<file path="config.mk">
export PLATFORM = sky130hd
export DESIGN_NAME = iterative_shifter_unit
export DESIGN_NICKNAME = d
export VERILOG_FILES = /design/src/rtl/iterative_shifter_unit.sv
export SDC_FILE = /design/constraint.sdc
export NUM_CORES = 1
export LEC_CHECK = 0
export ABC_CLOCK_PERIOD_IN_PS = 2600
export BUFFER_PORTS_ARGS = -buffer_cell sky130_fd_sc_hd__buf_2
export CAP_MARGIN = 20
export CORE_ASPECT_RATIO = 0.6
export CORE_MARGIN = 2
export CORE_UTILIZATION = 55
export DETAILED_ROUTE_END_ITERATION = 8
export GPL_ROUTABILITY_DRIVEN = 0
export PLACE_DENSITY = 0.8
export SKIP_LAST_GASP = 1
export SLEW_MARGIN = 10
export SYNTH_ARGS = -nofsm -noshare
export SYNTH_HDL_FRONTEND = slang
export SYNTH_SLANG_ARGS = --single-unit
</file>
<file path="constraint.sdc">
create_clock -name clk -period 2.6 [get_ports clk]
set_clock_uncertainty 0.05 [all_clocks]
set_input_delay 0.13 -clock clk [delete_from_list [all_inputs] [get_ports clk]]
set_output_delay 0.13 -clock clk [all_outputs]
set_load 0.005 [all_outputs]
</file>
<file path="src/rtl/iterative_shifter_unit.sv">
// ---------------------------------------------------------------------------
// iterative_shifter_unit
//   Multi-cycle shift unit that sits beside the ALU. It captures the operand
//   and the decoded shift mode on an accepted start, shifts by up to STEP bits
//   per clock, then reports the result with a one-cycle done pulse. The
//   controller stalls while busy is high.
//
//   func codes: 4 SRL, 5 SRA, 6 SLL, 7 ROR (amount from bus_b),
//               9 LSHIFT2, 10 LSHIFT10 (fixed amount), others pass-through.
//
// Ports
//   clk          rising-edge clock
//   rst_n        asynchronous active-low reset
//   start        request, accepted only in IDLE or DONE
//   func         ALU function code
//   operand      value to shift
//   bus_b        variable shift amount (func 4-7)
//   busy         high while shifting
//   done         one-cycle completion pulse
//   result       shifted value, held until the next accept
//   carry_out    last bit pushed out of the word (0 when nothing shifted)
//   shift_right  latched direction of the current/last op
//   sa           latched shift amount of the current/last op
// ---------------------------------------------------------------------------
module iterative_shifter_unit #(
    parameter int DATA_W = 32,
    parameter int SA_W   = 5,
    parameter int STEP   = 1
) (
    input  logic              clk,
    input  logic              rst_n,
    input  logic              start,
    input  logic [3:0]        func,
    input  logic [DATA_W-1:0] operand,
    input  logic [SA_W-1:0]   bus_b,
    output logic              busy,
    output logic              done,
    output logic [DATA_W-1:0] result,
    output logic              carry_out,
    output logic              shift_right,
    output logic [SA_W-1:0]   sa
);

    typedef enum logic [1:0] {IDLE, SHIFT, DONE} state_t;

    localparam logic [1:0] M_SRL = 2'd0;
    localparam logic [1:0] M_SRA = 2'd1;
    localparam logic [1:0] M_SLL = 2'd2;
    localparam logic [1:0] M_ROR = 2'd3;

    localparam logic [SA_W:0] STEP_V = (SA_W + 1)'(STEP);

    // Fixed-amount modes whose amount does not fit in the word collapse to a
    // zero result with no shifting at all.
    localparam bit              FIX2_ZERO  = (DATA_W <= 2);
    localparam bit              FIX10_ZERO = (DATA_W <= 10);
    localparam logic [SA_W-1:0] FIX2_SA    = FIX2_ZERO  ? '0 : SA_W'(2);
    localparam logic [SA_W-1:0] FIX10_SA   = FIX10_ZERO ? '0 : SA_W'(10);

    state_t            state, next_state;
    logic [1:0]        mode_q;
    logic [SA_W-1:0]   rem;
    logic [DATA_W-1:0] work;

    logic [1:0]        dec_mode;
    logic [SA_W-1:0]   dec_sa;
    logic              dec_right;
    logic              dec_zero;

    logic              accept;
    logic              last_step;
    logic [SA_W:0]     step_k;
    logic [DATA_W:0]   step_res;

    // Shift w_in by k single-bit steps (k <= STEP) in the given mode.
    // Returns {last bit pushed out, shifted word}.
    function automatic logic [DATA_W:0] step_shift(
        input logic [DATA_W-1:0] w_in,
        input logic [1:0]        mode,
        input logic [SA_W:0]     k
    );
        logic [DATA_W-1:0]        w;
        logic signed [DATA_W-1:0] ws;
        logic                     c;
        w  = w_in;
        ws = '0;
        c  = 1'b0;
        for (int i = 0; i < STEP; i++) begin
            if (i < int'(k)) begin
                case (mode)
                    M_SRL: begin
                        c = w[0];
                        w = {1'b0, w[DATA_W-1:1]};
                    end
                    M_SRA: begin
                        c  = w[0];
                        ws = w;
                        ws = ws >>> 1;
                        w  = ws;
                    end
                    M_SLL: begin
                        c = w[DATA_W-1];
                        w = {w[DATA_W-2:0], 1'b0};
                    end
                    default: begin
                        c = w[0];
                        w = {w[0], w[DATA_W-1:1]};
                    end
                endcase
            end
        end
        return {c, w};
    endfunction

    // Function decode; only used on the accepting edge.
    always_comb begin
        dec_mode  = M_SLL;
        dec_sa    = '0;
        dec_right = 1'b0;
        dec_zero  = 1'b0;
        case (func)
            4'd4: begin dec_mode = M_SRL; dec_sa = bus_b; dec_right = 1'b1; end
            4'd5: begin dec_mode = M_SRA; dec_sa = bus_b; dec_right = 1'b1; end
            4'd6: begin dec_mode = M_SLL; dec_sa = bus_b; end
            4'd7: begin dec_mode = M_ROR; dec_sa = bus_b; dec_right = 1'b1; end
            4'd9: begin dec_sa = FIX2_SA;  dec_zero = FIX2_ZERO;  end
            4'd10: begin dec_sa = FIX10_SA; dec_zero = FIX10_ZERO; end
            default: ;
        endcase
    end

    assign accept    = start && ((state == IDLE) || (state == DONE));
    assign last_step = ({1'b0, rem} <= STEP_V);
    assign step_k    = last_step ? {1'b0, rem} : STEP_V;
    assign step_res  = step_shift(work, mode_q, step_k);

    assign busy = (state == SHIFT);
    assign done = (state == DONE);

    always_ff @(posedge clk or negedge rst_n) begin
        if (!rst_n) begin
            state <= IDLE;
        end else begin
            state <= next_state;
        end
    end

    always_comb begin
        next_state = state;
        case (state)
            IDLE, DONE: begin
                if (start) begin
                    next_state = (dec_sa == '0) ? DONE : SHIFT;
                end else begin
                    next_state = IDLE;
                end
            end
            SHIFT: begin
                if (last_step) begin
                    next_state = DONE;
                end
            end
            default: next_state = IDLE;
        endcase
    end

    // Control and architecturally visible outputs.
    always_ff @(posedge clk or negedge rst_n) begin
        if (!rst_n) begin
            result      <= '0;
            carry_out   <= 1'b0;
            shift_right <= 1'b0;
            sa          <= '0;
            rem         <= '0;
            mode_q      <= M_SRL;
        end else if (accept) begin
            sa          <= dec_sa;
            rem         <= dec_sa;
            shift_right <= dec_right;
            mode_q      <= dec_mode;
            // Zero-length ops finish on this edge, so the result lands now.
            if (dec_sa == '0) begin
                result    <= dec_zero ? '0 : operand;
                carry_out <= 1'b0;
            end
        end else if (state == SHIFT) begin
            rem <= rem - step_k[SA_W-1:0];
            if (last_step) begin
                result    <= step_res[DATA_W-1:0];
                carry_out <= step_res[DATA_W];
            end
        end
    end

    // Working shift register; its content is meaningless outside SHIFT.
    always_ff @(posedge clk) begin
        if (accept) begin
            work <= operand;
        end else if (state == SHIFT) begin
            work <= step_res[DATA_W-1:0];
        end
    end

endmodule

</file>
# Word-level counts from Yosys, hierarchy flattened
# Cells that the tools add are included.
[op_classes]
add_sub_neg = 1
n_lt_le_gt_ge = 2
n_eq_ne = 12
n_mux = 24
n_reduce_logical = 11
[op_table]
columns = ["op", "count"]
rows = [
  ["32-bit 2-to-1 mux", 7],
  ["32-bit one-hot mux with 3 select lines", 1],
  ["4-bit by 3-bit == test with 1-bit output (second input constant)", 4],
  ["5-bit 2-to-1 mux", 3],
  ["5-bit one-hot mux with 3 select lines", 1],
  ["4-bit == test (second input constant)", 2],
  ["1-bit 2-to-1 mux", 7],
  ["2-bit 2-to-1 mux", 3],
  ["2-bit one-hot mux with 3 select lines", 1],
  ["5-bit by 1-bit less-or-equal comparator with 1-bit output (second input constant)", 1],
  ["5-bit zero test", 1],
  ["1-bit by 5-bit less-than comparator with 1-bit output (first input constant)", 1],
  ["5-bit subtractor", 1],
  ["2-bit by 1-bit == test with 1-bit output (second input constant)", 2],
  ["2-bit == test (second input constant)", 2],
  ["2-bit zero test", 2],
  ["2-bit by 1-bit inequality test with 1-bit output (second input constant)", 2],
  ["2-bit one-hot mux with 2 select lines", 1],
  ["2-bit nonzero test", 2],
  ["4-bit OR reduction", 1],
  ["3-bit AND reduction", 1],
  ["3-bit OR reduction", 1],
  ["2-bit OR reduction", 1],
  ["1-bit logical AND", 1],
  ["1-bit logical OR", 1],
]
[totals]
register_bits = 80
inputBits = 44
output_inout_bits = 41
wordCells = 58

# Logic depth before layout (Yosys ltp)
# Gate-level depths: netlist of the first run.
[logic_depth]
word_depth = 7
ltp_mapped = 8
mapped_depth_nobuf = 6

# Worst setup path before layout of the first run
# OpenSTA, ideal clock, no wires.
[synth_timing]
kind = "reg2reg"
start = "register rem[1]"
end = "register result[10]"
setup_time_ns = 0.125
arrival_time_ns = 1.739
required_time_ns = 2.425
setup_slack_ns = 0.686
path_stages_with_launch = 6
n_path_buf = 2
period_less_slack_ns = 1.914
cell_sequence = "dfrtp_1 > nor4_4 > a32o_1 > buf_2 > buf_4 > mux2_4"
[synth_between]
elab_chain_len = 7
elab_cells_between_ends = 9
classes_between = "order compare: 2; mux: 5; reduce/logical: 2"
[synth_rtl]
columns = ["item", "line", "rtl"]
rows = [
  ["start, declared", "62", "logic [SA_W-1:0] rem;"],
  ["start signal, assigned", "178", "rem <= dec_sa;"],
  ["start signal, assigned", "187", "rem <= rem - step_k[SA_W-1:0];"],
  ["5-bit by 1-bit less-or-equal comparator with 1-bit output", "133", "assign last_step = ({1'b0, rem} <= STEP_V);"],
  ["5-bit 2-to-1 mux", "134", "assign step_k = last_step ? {1'b0, rem} : STEP_V;"],
  ["1-bit by 5-bit less-than comparator with 1-bit output", "89", "if (i < int'(k)) begin"],
  ["32-bit 2-to-1 mux", "89", ""],
  ["32-bit 2-to-1 mux", "188", "if (last_step) begin"],
  ["32-bit 2-to-1 mux", "186", "end else if (state == SHIFT) begin"],
  ["32-bit 2-to-1 mux", "176", "end else if (accept) begin"],
  ["end signal, assigned", "183", "result <= dec_zero ? '0 : operand;"],
  ["end signal, assigned", "189", "result <= step_res[DATA_W-1:0];"],
  ["end, declared", "38", "output logic [DATA_W-1:0] result,"],
]
# Parallel ways exist; a longest one is shown, timed or not. The select of a mux whose other input is x is not followed.
# A chain may end at the register's enable or synchronous reset.

# Final worst setup path of the first run
[layout_timing]
start = "register rem[1]"
end = "register result[31]"
# Same word-level chain as after synthesis.

==> results of run 1 <==
-- registers in the layout (all words and copies together) (netlist names) --
name / cells
result: 32
mode_q: 2
state: 2
work: 32
sa: 5
carry_out: 1
shift_right: 1
rem: 5
-- per-stage QoR --
| stage | power [W] | worst slack [ps] |
|---|---|---|
| after floorplan | 0.00513 | 686 |
| after global placement | 0.00597 | 647 |
| after detailed placement | 0.00607 | 635 |
| after CTS | 0.00741 | 591 |
| after global routing | 0.00788 | 467 |
| final | 0.00742 | 562 |
-- worst register-to-register path, cell delays in order (launching register included) --
cell and delay, ps:
sky130_fd_sc_hd__dfrtp_1 450, sky130_fd_sc_hd__or4_1 670, sky130_fd_sc_hd__o41ai_1 370, sky130_fd_sc_hd__a21oi_1 110, sky130_fd_sc_hd__mux2_2 280
-- layout by cell type (no fill, tap or decap), drive strengths merged, types with 14 or more instances in the layout --
| cell | n |
|---|---|
| buf | 95 |
| dfrtp | 48 |
| a21oi | 33 |
| mux2 | 33 |
| edfxtp | 32 |
| nor2 | 31 |
| a22o | 31 |
| and3b | 30 |
| a221o | 29 |
| nand2 | 14 |
-- cell type report --
| type | instances | area (um2) |
|---|---|---|
| clock buffers | 13 | 262 |
| multi-input cells | 248 | 1960 |
| clock inverters | 3 | 40.0 |
| inverters | 4 | 15.0 |
| fillers | 551 | 2290 |
| flip-flops and latches | 80 | 2160 |
| well taps | 104 | 130 |
| repair buffers | 96 | 553 |
-- kinds of logic (layout without fill, tap and decap cells) --
group           Yosys count  in the layout
fa+ha+maj                 1              1
xor+xnor                  3              3
mux                      35             35
buf+inv                  39            116
compound gates          116            116
simple gates             93             93
flops                    80             80
-- power by group through the flow --
| stage | registers (W) | clock network [W] | logic [W] |
|---|---|---|---|
| after floorplan | 0.00248 | 0 | 0.00265 |
| after global placement | 0.00259 | 0 | 0.00338 |
| after detailed placement | 0.00259 | 0 | 0.00348 |
| after CTS | 0.00260 | 0.00130 | 0.00351 |
| after global routing | 0.00269 | 0.00136 | 0.00384 |
| final | 0.00261 | 0.00129 | 0.00352 |
-- repair_timing --
item	in CTS	in global routing
setup endpoints to repair	0	0
hold buffers	1	0
endpoints found under the hold margin	48	0
-- metal layers --
metal  up-vias  GRT usage
li1       1567          -
met1      1644      0.369
met2       170      0.355
met3        18     0.0695
met4         0     0.0870
met5         -          0
-- path summary, 6_finish.rpt --
check                                    from  cells after the start                endpoint
min reg2reg                 sa[3]$_DFFE_PN0P_                      2       sa[3]$_DFFE_PN0P_
max reg2reg                rem[1]$_DFFE_PN0P_                      4  result[31]$_DFFE_PN0P_
min                                   func[0]                      2   mode_q[0]$_DFFE_PN0P_
max in group asynchronous               rst_n                      2  result[17]$_DFFE_PN0P_
max                        rem[1]$_DFFE_PN0P_                      4  result[31]$_DFFE_PN0P_
min in group asynchronous               rst_n                      2       sa[2]$_DFFE_PN0P_
==> results by group, run 1 <==
Synth
  – Library cells used by synthesis: 44
  – Post-Synth Simple-Gate Area: 0.129
  – Largest cells by area after synthesis: sky130_fd_sc_hd__dfrtp_1 28%, sky130_fd_sc_hd__edfxtp_1 22%, sky130_fd_sc_hd__a221o_1 6.7%, sky130_fd_sc_hd__mux2_4 6.6%, sky130_fd_sc_hd__a22o_1 6.3%
  – Fraction of the yosys area taken by sequential cells: 0.501
  – Combinational family with the most area after synthesis: compound AO/OA/AOI/OAI gates
  – Compound-Gate Fraction of Synth Area: 0.207
  – Number of warnings printed during yosys synthesis: 0
  – Nets in the synthesized netlist: 412
  – Leading cell type by number of instances after synthesis: sky130_fd_sc_hd__dfrtp_1
  – Top-area cell type share of the netlist area: 0.279
  – XOR/XNOR share of the synthesized area: 0.00609
  – Post-synthesis adder-cell area fraction: 0.00290
  – Cell Area, Synth: 4310 um2
  – Cell taking the most area after synthesis: sky130_fd_sc_hd__dfrtp_1
  – Most frequent cells after synthesis: 48 x sky130_fd_sc_hd__dfrtp_1, 33 x sky130_fd_sc_hd__a21oi_1, 32 x sky130_fd_sc_hd__edfxtp_1
  – Share of flip-flops with an asynchronous set or reset after synthesis: 0.600
  – Multiplexer share of the synthesized area: 0.107
  – Ys flop type: sky130_fd_sc_hd__dfrtp_1
  – Number of storage elements in the synthesis netlist: 80
  – Gate count after technology mapping: 367
  – Number of synthesized flops with an enable pin: 32
  – Per-instance average area after synthesis: 11.8 um2

GRT
  – Number of global-route vias before repair: 3,246
  – Global-route wire length before repair: 16.5 mm
  – GR Overflow Total: 0
  – Gr usage total: 0.250
  – Pin count of the biggest net entering global routing: 64
  – Antenna violations before repair: 0

Worst setup path
  – Signal arrival time at the worst endpoint: ~2200 ps
  – Element type at the critical path start: flip-flop
  – Required time of the critical path: 2770 ps
  – Number of buffers and inverters on the critical path: 0
  – Largest fanout on the critical path: 5
  – Register-to-register setup slack: 560 ps
  – Type of destination of the critical path: flip-flop
  – Worst stage delay on the critical path: 670 ps
  – Classification of the worst setup path: reg2reg
  – Cell chain of the critical path: or4_1 > o41ai_1 > a21oi_1 > mux2_2
  – Cell family with the largest share of critical-path delay: simple AND/OR/NAND/NOR gates
  – Highest-delay cell along the critical path: sky130_fd_sc_hd__or4_1

Drt
  – Sum of routed wire segments on met1: 4.92 mm
  – Total wire length: approximately 10 mm
  – Drt first-iter violations: between 200 and 300
  – Vias: 3,399
  – Post-route DRC: 0
  – Highest Signal Layer: met4
  – WL met2: approximately 4.3 mm
  – WL met3: just over 900 um
  – Average routed wire per standard cell: between 15 and 20 um
  – Via count normalized by instance count: 6.20
  – Count of nets left with antenna violations after detail routing: 0
  – Number of detailed-routing iterations run before antenna repair: 5

STA
  – Setup TNS: 0 ps
  – Final period utilization: 0.784
  – Worst hold margin: 22.7 ps
  – Worst max-slew margin expressed relative to the limit: 0.583
  – Hold Violations, Final: 0
  – Setup repair after global routing missed its margin: no
  – Time the worst path needs with I/O delays and setup: 2040 ps
  – Final setup vio count: 0
  – Fmax: 491 MHz
  – Slew Limit Fails: 0
  – Pin slew with the least headroom to its limit: 626 ps

Place
  – Cell area reported after detailed placement: 4810 um2
  – Placed instance count: 531
  – Total of buffers placed on input and output ports: 84
  – Total half-perimeter wirelength after legalization and detailed placement: 6.66 mm

Floorplanning
  – Core box area: 7420 um2
  – Number of placement rows: 24
  – Ports placed on the boundary: 85
  – Die Outline Area: ~8600 um2
  – Die boundary height: roughly 73 um
  – Die span in x: 118 um
  – Starting density of the core: 0.581

CTS
  – Clock Sinks: 80
  – TritonCTS clock tree: built
  – Clock insertion delay at the later pin of the skew report: 340 ps
  – Post-cts resize count: 0
  – Number of CTS-inserted buffers: 9
  – # H-tree levels: 3
  – Post-CTS setup-driven buffer insertion count: 0
  – CTS root buffer: sky130_fd_sc_hd__clkbuf_16
  – Clock-pin slew of the registers on the worst-case setup and hold paths: 60 ps
  – Clock buffer depth: 2

Finish
  – Fraction of layout instances using a drive strength above 1: 0.329
  – Nets@finish: 484
  – Number of diodes: 0
  – Final instance area: between 5000 and 6000 um2
  – Area grow syn2layout: 18.8%
  – Fin util: 0.691
  – Non-filler cells, final: around 550

Status
  – Result of the run: finished clean

Power
  – Power dissipated by switching net loads: 0.00268 W
  – Static leakage: 2.35 nW
  – Part of the power in registers: 0.352
  – Portion of total power attributed to the clock network: 0.174
  – Power share of the combinational group: 0.474
  – Int Pwr: 0.00474 W
  – Worst IR Drop VDD: 0.717 mV
  – Ratio of total power to cell area: approximately 1400 nW/um2
  – Switching power share of the total: 0.361

Run
  – # Max-Cap Violations: 0

Hold path
  – Hold WC Path Type: in2reg
Note: power is estimated with default switching activity, not from simulation.
==> inputs of run 2 (changes only) <==
--- a/config.mk
+++ b/config.mk
@@ -5,7 +5,7 @@
 export SDC_FILE = /design/constraint.sdc
 export NUM_CORES = 1
 export LEC_CHECK = 0
-export ABC_CLOCK_PERIOD_IN_PS = 2600
+export ABC_CLOCK_PERIOD_IN_PS = 2000
 export BUFFER_PORTS_ARGS = -buffer_cell sky130_fd_sc_hd__buf_2
 export CAP_MARGIN = 20
 export CORE_ASPECT_RATIO = 0.6
==> constraint.sdc (replaced) <==
create_clock -name clk -period 2 [get_ports clk]
set_clock_uncertainty 0.05 [all_clocks]
set_input_delay 0.1 -clock clk [delete_from_list [all_inputs] [get_ports clk]]
set_output_delay 0.1 -clock clk [all_outputs]
set_load 0.005 [all_outputs]
==> run 2 against run 1 <==
Effect of this change:
- core utilization is 2.6 points higher
- sequential share of layout area fell by 1.5 points
- clock-buffer cell count decreased by 2
- flip-flop and latch count unchanged
- total power grew 34%
- hold slack improved by 7.5 ps
==> results by group, run 2 (synthesis gave the netlist of run 1 again) <==
Finish
  – Multi-input combinational cell area: between 1500 and 2000 um2
  – FF+latch area: 2160 um2
  – Final instance area: around 5300 um2
  – Most common cell after layout, fill and taps aside: sky130_fd_sc_hd__buf_2
  – Fin util: 0.717
  – Nets@finish: 501
  – Fill cells: between 500 and 600
  – Most frequent cells in the layout: 84 x sky130_fd_sc_hd__buf_2, 48 x sky130_fd_sc_hd__dfrtp_1, 33 x sky130_fd_sc_hd__a21oi_1
  – Area grow syn2layout: 23.4%
  – Fraction of layout instances using a drive strength above 1: 0.356
  – Regs by FF count: result (32), work (32)
  – Number of diodes: 0

CTS
  – Clock Sinks: 80
  – Clock buffer depth: 2
  – Clock insertion delay at the later pin of the skew report: 340 ps
  – Number of CTS-inserted buffers: 9
  – # H-tree levels: 3
  – TritonCTS clock tree: built
  – CTS root buffer: sky130_fd_sc_hd__clkbuf_16
  – Clock-pin slew of the registers on the worst-case setup and hold paths: 60 ps

Worst setup path
  – Highest-delay cell along the critical path: sky130_fd_sc_hd__or4_4
  – Required time of the critical path: 2170 ps
  – Signal arrival time at the worst endpoint: about 2200 ps
  – Register-to-register setup slack: 20 ps
  – Cell chain of the critical path: or4_4 > buf_4 > nand2_1 > ha_1 > nor4_1 > xnor2_1 > o21ai_1
  – Worst stage delay on the critical path: roughly 570 ps
  – Type of destination of the critical path: flip-flop
  – Element type at the critical path start: flip-flop
  – Classification of the worst setup path: reg2reg
  – Worst Reg-to-Reg Cells: 7
  – Largest fanout on the critical path: 5

Drt
  – Total wire length: 11.0 mm
  – Number of detailed-routing iterations run before antenna repair: 5
  – Count of nets left with antenna violations after detail routing: 0
  – Vias: roughly 3,500
  – Post-route DRC: 0
  – Drt first-iter violations: 327
  – Average routed wire per standard cell: 19.5 um
  – Via count normalized by instance count: just over 6

GRT
  – Global-route wire length before repair: 17.1 mm
  – Pin count of the biggest net entering global routing: 63
  – Gr usage total: 0.259
  – GR Overflow Total: 0
  – Antenna violations before repair: 0
  – Number of global-route vias before repair: 3,198

Floorplanning
  – Die span in x: 118 um
  – Starting density of the core: 0.581
  – Die boundary height: 72.6 um
  – Ports placed on the boundary: 85
  – Number of placement rows: 24
  – Core box area: 7420 um2
  – Die Outline Area: 8590 um2

Hold path
  – Cell depth of the worst min-delay path: 2
  – Hold WC Path Type: in2reg

STA
  – Final period utilization: 0.992
  – Worst hold margin: 30.2 ps
  – Setup TNS: 0 ps
  – Final setup vio count: 0
  – Slew Limit Fails: 0
  – Time the worst path needs with I/O delays and setup: 1980 ps
  – Fmax: 504 MHz
  – Hold Violations, Final: 0
  – Setup repair after global routing missed its margin: yes
  – Pin slew with the least headroom to its limit: between 600 and 700 ps
  – Worst max-slew margin expressed relative to the limit: 0.577

Power
  – Power dissipated by switching net loads: between 0.003 and 0.004 W
  – Static leakage: 2.45 nW
  – Ratio of total power to cell area: 1870 nW/um2
  – Portion of total power attributed to the clock network: 0.166
  – PnR Total Power: about 0.0099 W
  – Worst IR Drop VDD: a little over 0.9 mV
  – Part of the power in registers: 0.339
  – Power share of the combinational group: 0.494
  – Switching power share of the total: 0.362
  – Int Pwr: 0.00634 W

Status
  – Result of the run: finished clean

Place
  – Total half-perimeter wirelength after legalization and detailed placement: 6.79 mm
  – Cell area reported after detailed placement: 4920 um2
  – Total of buffers placed on input and output ports: 84

Run
  – # Max-Cap Violations: 0
## run 2: final timing paths
check                                               to          startpoint
worst max-delay path                rem[4]$_DFFE_PN0P_  rem[1]$_DFFE_PN0P_
worst min-delay path                work[27]$_DFFE_PP_         operand[27]
worst max register to register      rem[4]$_DFFE_PN0P_  rem[1]$_DFFE_PN0P_
worst min register to register       sa[4]$_DFFE_PN0P_   sa[4]$_DFFE_PN0P_
max in group asynchronous       result[16]$_DFFE_PN0P_               rst_n
min in group asynchronous            sa[1]$_DFFE_PN0P_               rst_n
## run 2: critical path: cells and delay by family, from the launching register on
kind	cells	cell delay, ps
simple gates	3	710
flops	1	450
xor+xnor	1	230
fa+ha+maj	1	170
buf+inv	1	160
compound gates	1	100
## run 2: power groups by stage
stage	clock network (W)	registers [W]	logic, W
2_1_floorplan	0	0.00323	0.00344
4_1_cts	0.00168	0.00335	0.00476
3_5_place_dp	0	0.00335	0.00471
5_1_grt	0.00174	0.00345	0.00532
3_3_place_gp	0	0.00333	0.00459
6_report	0.00165	0.00337	0.00491
## run 2: layer usage
layer	routed length, um	share of wire	track usage	vias to the layer above
met5	0	0	0	-
met2	4970	0.45	0.371	167
met3	889	0.081	0.0719	15
li1	-	-	-	1601
met4	133	0.012	0.0736	0
met1	5010	0.46	0.386	1690
## run 2: repair_timing
item,in CTS,in global routing
setup buffers,0,2
hold buffers,5,0
hold endpoints to repair,52,0
setup endpoints to repair,0,35
gates resized for setup,0,5
## run 2: final cells by class
class | instances | share of cell area
clock buffer | 11 | 0.0456
clock inverter | 5 | 0.0106
inverter | 4 | 0.00282
multi-input combinational | 248 | 0.372
sequential | 80 | 0.406
tap | 104 | 0.0245
timing repair buffer | 113 | 0.138
## run 2: through the flow
stage | instances | worst slack (ps)
after detailed placement | 541 | 54.4
after floorplan | 367 | 85.7
after global routing | 565 | -63.8
after CTS | 562 | 19.6
final | 565 | 15.8
after global placement | 541 | 129
==> inputs of run 3 (changes only) <==
--- a/config.mk
+++ b/config.mk
@@ -9,10 +9,10 @@
 export BUFFER_PORTS_ARGS = -buffer_cell sky130_fd_sc_hd__buf_2
 export CAP_MARGIN = 20
 export CORE_ASPECT_RATIO = 0.6
-export CORE_MARGIN = 2
 export CORE_UTILIZATION = 55
 export DETAILED_ROUTE_END_ITERATION = 8
 export GPL_ROUTABILITY_DRIVEN = 0
+export HOLD_SLACK_MARGIN = 0.03
 export PLACE_DENSITY = 0.8
 export SKIP_LAST_GASP = 1
 export SLEW_MARGIN = 10
==> constraint.sdc (replaced) <==
create_clock -name clk -period 2 [get_ports clk]
set_clock_uncertainty 0.05 [all_clocks]
set_input_delay 0.3 -clock clk [delete_from_list [all_inputs] [get_ports clk]]
set_output_delay 0.3 -clock clk [all_outputs]
set_load 0.005 [all_outputs]
==> run 3 against run 2 <==
Effect of this change:
- the run now ends with negative setup slack left
- critical path depth down 1
- routed wire length decreased by 5.4%
- core utilization shrank 0.71 points
- global-route usage rose by 1.2 points
- via count rose by 0.72%
- clock-buffer cell count increased by 1
- total power down 0.70%
- cell area fell by 0.99%
- register-to-register slack lost 20 ps
==> results by group, run 3 (synthesis gave the netlist of run 1 again) <==
CTS
  – CTS root buffer: sky130_fd_sc_hd__clkbuf_16
  – Clock-pin slew of the registers on the worst-case setup and hold paths: 60 ps
  – Clock insertion delay at the later pin of the skew report: 340 ps
  – Clock Sinks: 80
  – Clock buffer depth: 2
  – # H-tree levels: 3
  – TritonCTS clock tree: built
  – Number of CTS-inserted buffers: 9

STA
  – Worst max-slew margin expressed relative to the limit: 0.571
  – Final setup vio count: 1
  – Slew Limit Fails: 0
  – Final period utilization: 1.00
  – Pin slew with the least headroom to its limit: ~640 ps
  – Hold Violations, Final: 0
  – Time the worst path needs with I/O delays and setup: 2010 ps
  – Setup TNS: -6.60 ps
  – Fmax: approximately 500 MHz
  – Crit path setup slack, layout: -6.60 ps

Finish
  – Fin util: 0.710
  – FF+latch area: 2160 um2
  – Most common cell after layout, fill and taps aside: sky130_fd_sc_hd__buf_2
  – Regs by FF count: result (32), work (32)
  – Fill cells: between 500 and 600
  – Nets@finish: 493
  – Multi-input combinational cell area: 1970 um2
  – Fraction of layout instances using a drive strength above 1: 0.355
  – Area grow syn2layout: 22.1%
  – Number of diodes: 0
  – Most frequent cells in the layout: 84 x sky130_fd_sc_hd__buf_2, 48 x sky130_fd_sc_hd__dfrtp_1, 33 x sky130_fd_sc_hd__a21oi_1

Floorplanning
  – Core box area: approximately 7400 um2
  – Die span in x: 116 um
  – Ports placed on the boundary: 85
  – Starting density of the core: 0.581
  – Die boundary height: 70.6 um
  – Number of placement rows: 24
  – Die Outline Area: 8210 um2

Worst setup path
  – Classification of the worst setup path: reg2reg
  – Type of destination of the critical path: flip-flop
  – Element type at the critical path start: flip-flop
  – Required time of the critical path: 2180 ps
  – Signal arrival time at the worst endpoint: 2180 ps
  – Largest fanout on the critical path: 32

Drt
  – Average routed wire per standard cell: 18.7 um
  – Number of detailed-routing iterations run before antenna repair: 5
  – Count of nets left with antenna violations after detail routing: 0
  – Total wire length: 10.4 mm
  – Drt first-iter violations: 547
  – Vias: 3,498
  – Post-route DRC: 0
  – Via count normalized by instance count: 6.28

Power
  – PnR Total Power: 0.00987 W
  – Static leakage: 2.43 nW
  – Ratio of total power to cell area: 1870 nW/um2
  – Worst IR Drop VDD: 0.937 mV

Hold path
  – Hold WC Path Type: in2async

Place
  – Total of buffers placed on input and output ports: 84
  – Total half-perimeter wirelength after legalization and detailed placement: 6.60 mm

Status
  – Result of the run: complete, but fails checks
  – Violations in the final reports: negative setup slack

GRT
  – Number of global-route vias before repair: 3,260
  – Global-route wire length before repair: 16.8 mm
  – Antenna violations before repair: 0
  – GR Overflow Total: 0
  – Pin count of the biggest net entering global routing: 63
  – Gr usage total: 0.271

Run
  – # Max-Cap Violations: 0
==> run 3: timing repair <==
action / CTS / global route
resized for setup: 1 / 1
buffers inserted: 0 / 0
hold buffers: 0 / 0
setup endpoints to repair: 1 / 1
==> run 3: final cells by class <==
type | count | area share
clock buffer | 12 | 0.0549
tap | 104 | 0.0247
inverter | 4 | 0.00285
multi-input combinational | 248 | 0.374
clock inverter | 4 | 0.00404
sequential | 80 | 0.410
timing repair buffer | 105 | 0.129
==> run 3: through the flow <==
| stage | instance area [um2] | instances | setup WS (ps) | hold WS, ps |
|---|---|---|---|---|
| after floorplan | 4310 | 367 | 85.7 | -45.6 |
| after global placement | 4950 | 541 | 71.8 | 388 |
| after detailed placement | 4950 | 541 | -7.66 | 399 |
| after CTS | 5260 | 557 | 37.1 | 41.7 |
| after global routing | 5270 | 557 | -51.7 | 74.8 |
| final | 5270 | 557 | -6.60 | 30.6 |
==> run 3: final timing paths <==
| path | from | end | slack [ps] | cells after the start |
|---|---|---|---|---|
| worst max register to register | mode_q[0]$_DFFE_PN0P_ | result[30]$_DFFE_PN0P_ | -7 | 6 |
| worst min-delay path | rst_n | result[25]$_DFFE_PN0P_ | 30 | 2 |
| worst max-delay path | mode_q[0]$_DFFE_PN0P_ | result[30]$_DFFE_PN0P_ | -7 | 6 |
| worst min register to register | sa[4]$_DFFE_PN0P_ | sa[4]$_DFFE_PN0P_ | 420 | 2 |
| max in group asynchronous | rst_n | result[7]$_DFFE_PN0P_ | 1450 | 2 |
| min in group clk | func[1] | mode_q[1]$_DFFE_PN0P_ | 180 | 2 |
==> run 3: worst max-delay path, stage by stage, from the launching register on <==
cell,delay (ps)
sky130_fd_sc_hd__dfrtp_1,410
sky130_fd_sc_hd__nand2b_1,160
sky130_fd_sc_hd__buf_4,250
sky130_fd_sc_hd__a221oi_1,400
sky130_fd_sc_hd__o21ai_0,190
sky130_fd_sc_hd__buf_4,170
sky130_fd_sc_hd__mux2_2,250
==> run 3: metal layers <==
metal,global-route usage,vias up,part of all wire
li1,-,1588,-
met1,0.417,1677,0.46
met2,0.366,206,0.42
met3,0.0763,27,0.094
met4,0.0855,0,0.020
met5,0,-,0
==> run 3: power breakdown <==
| group | switching [W] | internal, W | leakage (nW) | total (W) |
|---|---|---|---|---|
| Sequential | 0.000564 | 0.00276 | 0.907 | 0.00332 |
| Clock | 0.000672 | 0.00102 | 0.159 | 0.00169 |
| Combinational | 0.00232 | 0.00253 | 1.36 | 0.00485 |
